### src/rtl/seq_alu_unit_if.sv
// Request/result bundle between the register-read stage and the multi-cycle ALU.
// Handshake: a request is taken on the rising edge where iValid=1 and oReady=1; oDone pulses one cycle when oResult/oFlag/oError update.
interface seq_alu_unit_if #(
  parameter int WIDTH = 16
);
  logic                 iValid;
  logic                 oReady;
  logic [2:0]           iOperation;
  logic [WIDTH-1:0]     iA;
  logic [WIDTH-1:0]     iB;
  logic [2*WIDTH-1:0]   oResult;
  logic                 oFlag;
  logic                 oError;
  logic                 oDone;

  modport master (
    output iValid, iOperation, iA, iB,
    input  oReady, oResult, oFlag, oError, oDone
  );

  modport slave (
    input  iValid, iOperation, iA, iB,
    output oReady, oResult, oFlag, oError, oDone
  );
endinterface

### src/rtl/seq_alu_unit.sv
// Multi-cycle ALU: single-cycle ADD/SUB/CMPLE, iterative shift-add UMUL/SMUL with a sign-fix cycle.
module seq_alu_unit #(
  parameter int WIDTH = 16,
  parameter int CNT_W = 5
) (
  input  logic             Clock,
  input  logic             Reset,
  seq_alu_unit_if.slave    bus,
  output logic [1:0]       oDbgState
);

  localparam logic [2:0] OP_ADD   = 3'd0;
  localparam logic [2:0] OP_SUB   = 3'd1;
  localparam logic [2:0] OP_UMUL  = 3'd2;
  localparam logic [2:0] OP_SMUL  = 3'd3;
  localparam logic [2:0] OP_CMPLE = 3'd4;

  typedef enum logic [1:0] {
    IDLE = 2'd0,
    MUL  = 2'd1,
    FIX  = 2'd2
  } state_t;

  state_t               state;
  state_t               stateNext;
  logic [CNT_W-1:0]     cnt;
  logic [WIDTH:0]       mcand;
  logic [2*WIDTH+1:0]   acc;
  logic                 negate;

  logic                 isSmul;
  logic                 isMul;
  logic [WIDTH:0]       addSum;
  logic [WIDTH:0]       subDiff;
  logic                 cmpLe;
  logic [WIDTH:0]       aMag;
  logic [WIDTH-1:0]     bMag;
  logic [WIDTH+1:0]     upperSum;
  logic [2*WIDTH-1:0]   product;

  assign isSmul  = (bus.iOperation == OP_SMUL);
  assign isMul   = (bus.iOperation == OP_UMUL) || isSmul;
  assign addSum  = {1'b0, bus.iA} + {1'b0, bus.iB};
  assign subDiff = {1'b0, bus.iA} - {1'b0, bus.iB};
  assign cmpLe   = (bus.iB <= bus.iA);

  // Multiplicand magnitude keeps WIDTH+1 bits so -2**(WIDTH-1) stays exact;
  // the multiplier magnitude never exceeds 2**(WIDTH-1) and fits in WIDTH bits.
  assign aMag = (isSmul && bus.iA[WIDTH-1]) ? ({(WIDTH+1){1'b0}} - {bus.iA[WIDTH-1], bus.iA})
                                            : {1'b0, bus.iA};
  assign bMag = (isSmul && bus.iB[WIDTH-1]) ? (~bus.iB + 1'b1) : bus.iB;

  assign upperSum = acc[2*WIDTH+1:WIDTH] + (acc[0] ? {1'b0, mcand} : {(WIDTH+2){1'b0}});
  assign product  = acc[2*WIDTH-1:0];

  assign bus.oReady = (state == IDLE);
  assign oDbgState  = state;

  always_ff @(posedge Clock or negedge Reset) begin
    if (!Reset) state <= IDLE;
    else        state <= stateNext;
  end

  always_comb begin
    stateNext = state;
    case (state)
      IDLE:    if (bus.iValid && isMul) stateNext = MUL;
      MUL:     if (cnt <= CNT_W'(1)) stateNext = FIX;
      FIX:     stateNext = IDLE;
      default: stateNext = IDLE;
    endcase
  end

  always_ff @(posedge Clock or negedge Reset) begin
    if (!Reset) begin
      cnt         <= '0;
      mcand       <= '0;
      acc         <= '0;
      negate      <= 1'b0;
      bus.oResult <= '0;
      bus.oFlag   <= 1'b0;
      bus.oError  <= 1'b0;
      bus.oDone   <= 1'b0;
    end else begin
      bus.oDone <= 1'b0;
      case (state)
        IDLE: begin
          if (bus.iValid) begin
            case (bus.iOperation)
              OP_ADD: begin
                bus.oResult <= {{(WIDTH-1){1'b0}}, addSum};
                bus.oFlag   <= addSum[WIDTH];
                bus.oError  <= 1'b0;
                bus.oDone   <= 1'b1;
              end
              OP_SUB: begin
                bus.oResult <= {{WIDTH{subDiff[WIDTH-1]}}, subDiff[WIDTH-1:0]};
                bus.oFlag   <= subDiff[WIDTH];
                bus.oError  <= 1'b0;
                bus.oDone   <= 1'b1;
              end
              OP_UMUL, OP_SMUL: begin
                cnt    <= CNT_W'(WIDTH);
                mcand  <= aMag;
                acc    <= {{(WIDTH+2){1'b0}}, bMag};
                negate <= isSmul && (bus.iA[WIDTH-1] ^ bus.iB[WIDTH-1]);
              end
              OP_CMPLE: begin
                bus.oResult <= {{(2*WIDTH-1){1'b0}}, cmpLe};
                bus.oFlag   <= cmpLe;
                bus.oError  <= 1'b0;
                bus.oDone   <= 1'b1;
              end
              default: begin
                bus.oResult <= '0;
                bus.oFlag   <= 1'b0;
                bus.oError  <= 1'b1;
                bus.oDone   <= 1'b1;
              end
            endcase
          end
        end
        MUL: begin
          acc <= {1'b0, upperSum, acc[WIDTH-1:1]};
          cnt <= cnt - 1'b1;
        end
        FIX: begin
          bus.oResult <= negate ? (~product + 1'b1) : product;
          bus.oFlag   <= 1'b0;
          bus.oError  <= 1'b0;
          bus.oDone   <= 1'b1;
        end
        default: ;
      endcase
    end
  end

endmodule

### src/flat_wrapper.sv
// flat-port wrapper written by rule: the top's interface ports become plain ports
module seq_alu_unit_flat 
#(
  parameter int WIDTH = 16,
  parameter int CNT_W = 5
)
  (Clock, Reset, oDbgState, bus_iValid, bus_iOperation, bus_iA, bus_iB, bus_oReady, bus_oResult, bus_oFlag, bus_oError, bus_oDone);
  seq_alu_unit_if #(.WIDTH(WIDTH)) bus_i ();
  input  logic Clock;
  input  logic Reset;
  output logic [1:0] oDbgState;
  input wire logic [$bits(bus_i.iValid)-1:0] bus_iValid;
  input wire logic [$bits(bus_i.iOperation)-1:0] bus_iOperation;
  input wire logic [$bits(bus_i.iA)-1:0] bus_iA;
  input wire logic [$bits(bus_i.iB)-1:0] bus_iB;
  output wire logic [$bits(bus_i.oReady)-1:0] bus_oReady;
  output wire logic [$bits(bus_i.oResult)-1:0] bus_oResult;
  output wire logic [$bits(bus_i.oFlag)-1:0] bus_oFlag;
  output wire logic [$bits(bus_i.oError)-1:0] bus_oError;
  output wire logic [$bits(bus_i.oDone)-1:0] bus_oDone;
  assign bus_i.iValid = bus_iValid;
  assign bus_i.iOperation = bus_iOperation;
  assign bus_i.iA = bus_iA;
  assign bus_i.iB = bus_iB;
  assign bus_oReady = bus_i.oReady;
  assign bus_oResult = bus_i.oResult;
  assign bus_oFlag = bus_i.oFlag;
  assign bus_oError = bus_i.oError;
  assign bus_oDone = bus_i.oDone;
  seq_alu_unit #(.WIDTH(WIDTH), .CNT_W(CNT_W)) u_core (.Clock(Clock), .Reset(Reset), .bus(bus_i), .oDbgState(oDbgState));
endmodule
### config.mk
export PLATFORM = sky130hd
export DESIGN_NAME = seq_alu_unit_flat
export DESIGN_NICKNAME = d
export VERILOG_FILES = /design/src/rtl/seq_alu_unit_if.sv /design/src/rtl/seq_alu_unit.sv /design/src/flat_wrapper.sv
export SDC_FILE = /design/constraint.sdc
export NUM_CORES = 1
export LEC_CHECK = 0
export ABC_CLOCK_PERIOD_IN_PS = 2700
export CAP_MARGIN = 15
export CORE_ASPECT_RATIO = 1.4
export CORE_MARGIN = 3
export CORE_UTILIZATION = 25
export DETAILED_ROUTE_END_ITERATION = 8
export GPL_ROUTABILITY_DRIVEN = 1
export GPL_TIMING_DRIVEN = 0
export SLEW_MARGIN = 30
export SYNTH_ARGS = -nofsm -noshare
export SYNTH_HDL_FRONTEND = slang
export SYNTH_SLANG_ARGS = --single-unit
### constraint.sdc
create_clock -name Clock -period 2.7 [get_ports Clock]
set_input_delay 0.405 -clock Clock [delete_from_list [all_inputs] [get_ports Clock]]
set_output_delay 0.405 -clock Clock [all_outputs]
set_load 0.01 [all_outputs]
==> results.json <==
{
  "crit_fanout": 10,
  "syn_inst": 896,
  "final_util": 0.329,
  "htree_levels": 3,
  "irDropWorstVdd_v": 0.000336,
  "antenna_found_initial": 1,
  "cts_sinks": 93,
  "ys.flop_type": "dfrtp_1",
  "gp_congestion": 0.955,
  "reg2reg_depth": 8,
  "synth_seq_cells": 93,
  "ys.warnings.count": 0,
  "worst_pin_slew_ns": 0.823,
  "synth_fp_nets": 991,
  "drt_iter0_markers": 432,
  "p_leak_uw": 0.00392,
  "min_path_cells": 3,
  "min_path_type": "input port to flip-flop",
  "clock_latency_ns": 0.36,
  "cp_slowest_cell": "clkdlybuf4s50_1",
  "ant_nets": 0,
  "setup_violations": 0,
  "grt_overflow": 0,
  "drive_above_1_share": 0.137,
  "drc": 0,
  "multi_input_comb_area_sq_um": 5110,
  "final_common_cell": "nand2_1",
  "firstDrtPassIters": 5,
  "tritoncts": "done",
  "final-seq-area_sq_um": 2330,
  "core_area_sq_um": 28800,
  "timing.fmax_ghz": 0.372,
  "die-area_sq_um": 31800,
  "fin_setup_tns_ns": 0,
  "seq_area_frac_synth": 0.314,
  "synth_edf_count": 0,
  "die_h_um": 210,
  "grt_pass1_wl_mm": 38.4,
  "clock_path_buffers": 2,
  "grt_pass1_vias": 7009,
  "ctsRootBufferMaster": "clkbuf_16",
  "io_buffers": 75,
  "slew_headroom": 0.451,
  "rsz0062_at_grt": "true",
  "die_x_um": 151,
  "drt-wirelength-per-cell_um": 18.0,
  "avgSynthCellArea_sq_um": 8.27,
  "worstSetupStartpointType": "input port",
  "synth_area_sq_um": 7410,
  "start_util": 0.257,
  "wl_mm": 24.7,
  "max_stage_delay_ns": 0.65,
  "p_per_area_nw_per_um2": 792,
  "path_clk_slew_ns": 0.07,
  "finalMaxSlewViolations": 0,
  "required_ns": 2.99,
  "track_usage": 0.155,
  "crit_type": "input port to flip-flop",
  "numCtsBuffers": 9,
  "hpwlAfterDp_mm": 19.9,
  "cp_common_cell": "nand2_1",
  "rows": 73,
  "maxCapViolations": 0,
  "setup_ws_ns": 0.0124,
  "worstPathCellList": "clkdlybuf4s50_1 > ha_4 > nand2_1 > nor2_2 > a21boi_2 > o22ai_1 > or3_4 > or2_4 > clkbuf_8 > nand2_1",
  "period_needed_ns": 2.69,
  "vias": 6980,
  "viasPerCell": 5.08,
  "finalPower_uw": 7510,
  "boundaryPins": 76,
  "hold_viol": 0,
  "antenna_cells": 0,
  "async_reset_ff_frac": 1.00,
  "synth.distinct_cells": 63,
  "holdWs_ns": 0.308,
  "final_cell_mix": "nand2_1 (98), dfrtp_1 (90), o21ai_0 (76)",
  "cp.arrival_ns": 2.98,
  "grt_max_degree": 48,
  "nets": 1089,
  "fin_crit_sh": 0.995,
  "status": "complete, no violations",
  "pre_cts_ws_ns": -1.22,
  "area_delta_synth_final_pct": 27.9,
  "final.fill_count": 3025,
  "cp-end-kind": "flip-flop",
  "worst_clock_skew_ns": 0.00907
}
-- critical path, delay by kind of cell --
| kind | cells | cell delay, ns |
|---|---|---|
| AND/OR/NAND/NOR | 5 | 0.96 |
| buffers and inverters | 2 | 0.82 |
| adder cells (fa/ha/maj) | 1 | 0.45 |
| AO/OA/AOI/OAI | 2 | 0.33 |
-- logic make-up (layout without fill, tap and decap cells) --
logic type	Yosys count	count (layout)	share of synthesized area
AND/OR/NAND/NOR	281	281	0.185
AO/OA/AOI/OAI	281	281	0.245
XOR/XNOR	89	89	0.105
multiplexers	4	4	0.00541
flip-flops	93	93	0.314
buffers and inverters	91	194	0.0461
adder cells (fa/ha/maj)	57	57	0.0993
-- cells in the mapped netlist (10+ instances only) --
library cell  number  area, sq um
a21oi_1           58          290
a22oi_1           36          270
and2_1            19          119
clkbuf_1          43          161
dfrtp_1           93         2330
ha_1              54          676
inv_1             46          173
nand2_1          100          375
nand2b_1          10         62.6
nand3_1           14         70.1
nor2_1            59          221
nor2b_1           10         62.6
nor3_1            14         70.1
nor4_1            11         68.8
o211ai_1          10         75.1
o21ai_0           89          445
o31ai_1           18          135
or3_1             11         68.8
xnor2_1           72          631
xor2_1            17          149
-- registers in the layout, indices dropped and copies added, names as in the netlist --
name                count
u_core.acc             33
u_core.bus.oDone        1
u_core.bus.oError       1
u_core.bus.oFlag        1
u_core.bus.oResult     32
u_core.cnt              5
u_core.mcand           17
u_core.negate           1
u_core.oDbgState        2
-- through the flow --
stage                     cell area (sq um)  cells
after CTS                              9190   1366
after detailed placement               8680   1347
after global routing                   9480   1374
after floorplan                        7430    896
final                                  9480   1374
after global placement                 8650   1346
-- final timing paths --
check,startpoint,end,slack [ns]
min,bus_iB[0],u_core.acc[0],0.31
min reg2reg,u_core.mcand[15],u_core.mcand[15],0.47
max reg2reg,u_core.acc[10],u_core.bus.oResult[31],0.03
max in group asynchronous,Reset,u_core.acc[13],1.55
max,bus_iA[13],u_core.bus.oResult[26],0.01
min in group asynchronous,Reset,u_core.bus.oResult[29],0.54
-- what timing repair did --
| item | CTS | global route |
|---|---|---|
| pin swaps | 16 | 23 |
| cloned | 0 | 1 |
| hold buffers | 1 | 0 |
| hold endpoints to repair | 23 | 0 |
| buffers inserted | 8 | 9 |
| setup endpoints to repair | 40 | 30 |
| gates resized for setup | 92 | 86 |
-- cell type report --
class                      count  share of cell area
sequential                    93               0.246
multi-input combinational    712               0.539
clock buffer                   9              0.0238
clock inverter                 7             0.00832
timing repair buffer          95              0.0960
buffer                        37              0.0193
inverter                      46              0.0182
tap                          375              0.0495
-- metal layers --
layer	vias to the layer above	track usage	wire length (um)
li1	3412	-	-
met4	2	0.0867	1300
met1	3335	0.175	9800
met5	-	0	14
met3	59	0.0240	963
met2	172	0.273	12600
-- power by group --
part / total [uW] / switching [uW] / internal [uW]
clock: 1330 / 601 / 734
sequential: 2470 / 516 / 1950
combinational: 3710 / 2000 / 1710
total: 7510 / 3120 / 4390
(Power assumes the default switching activity.)
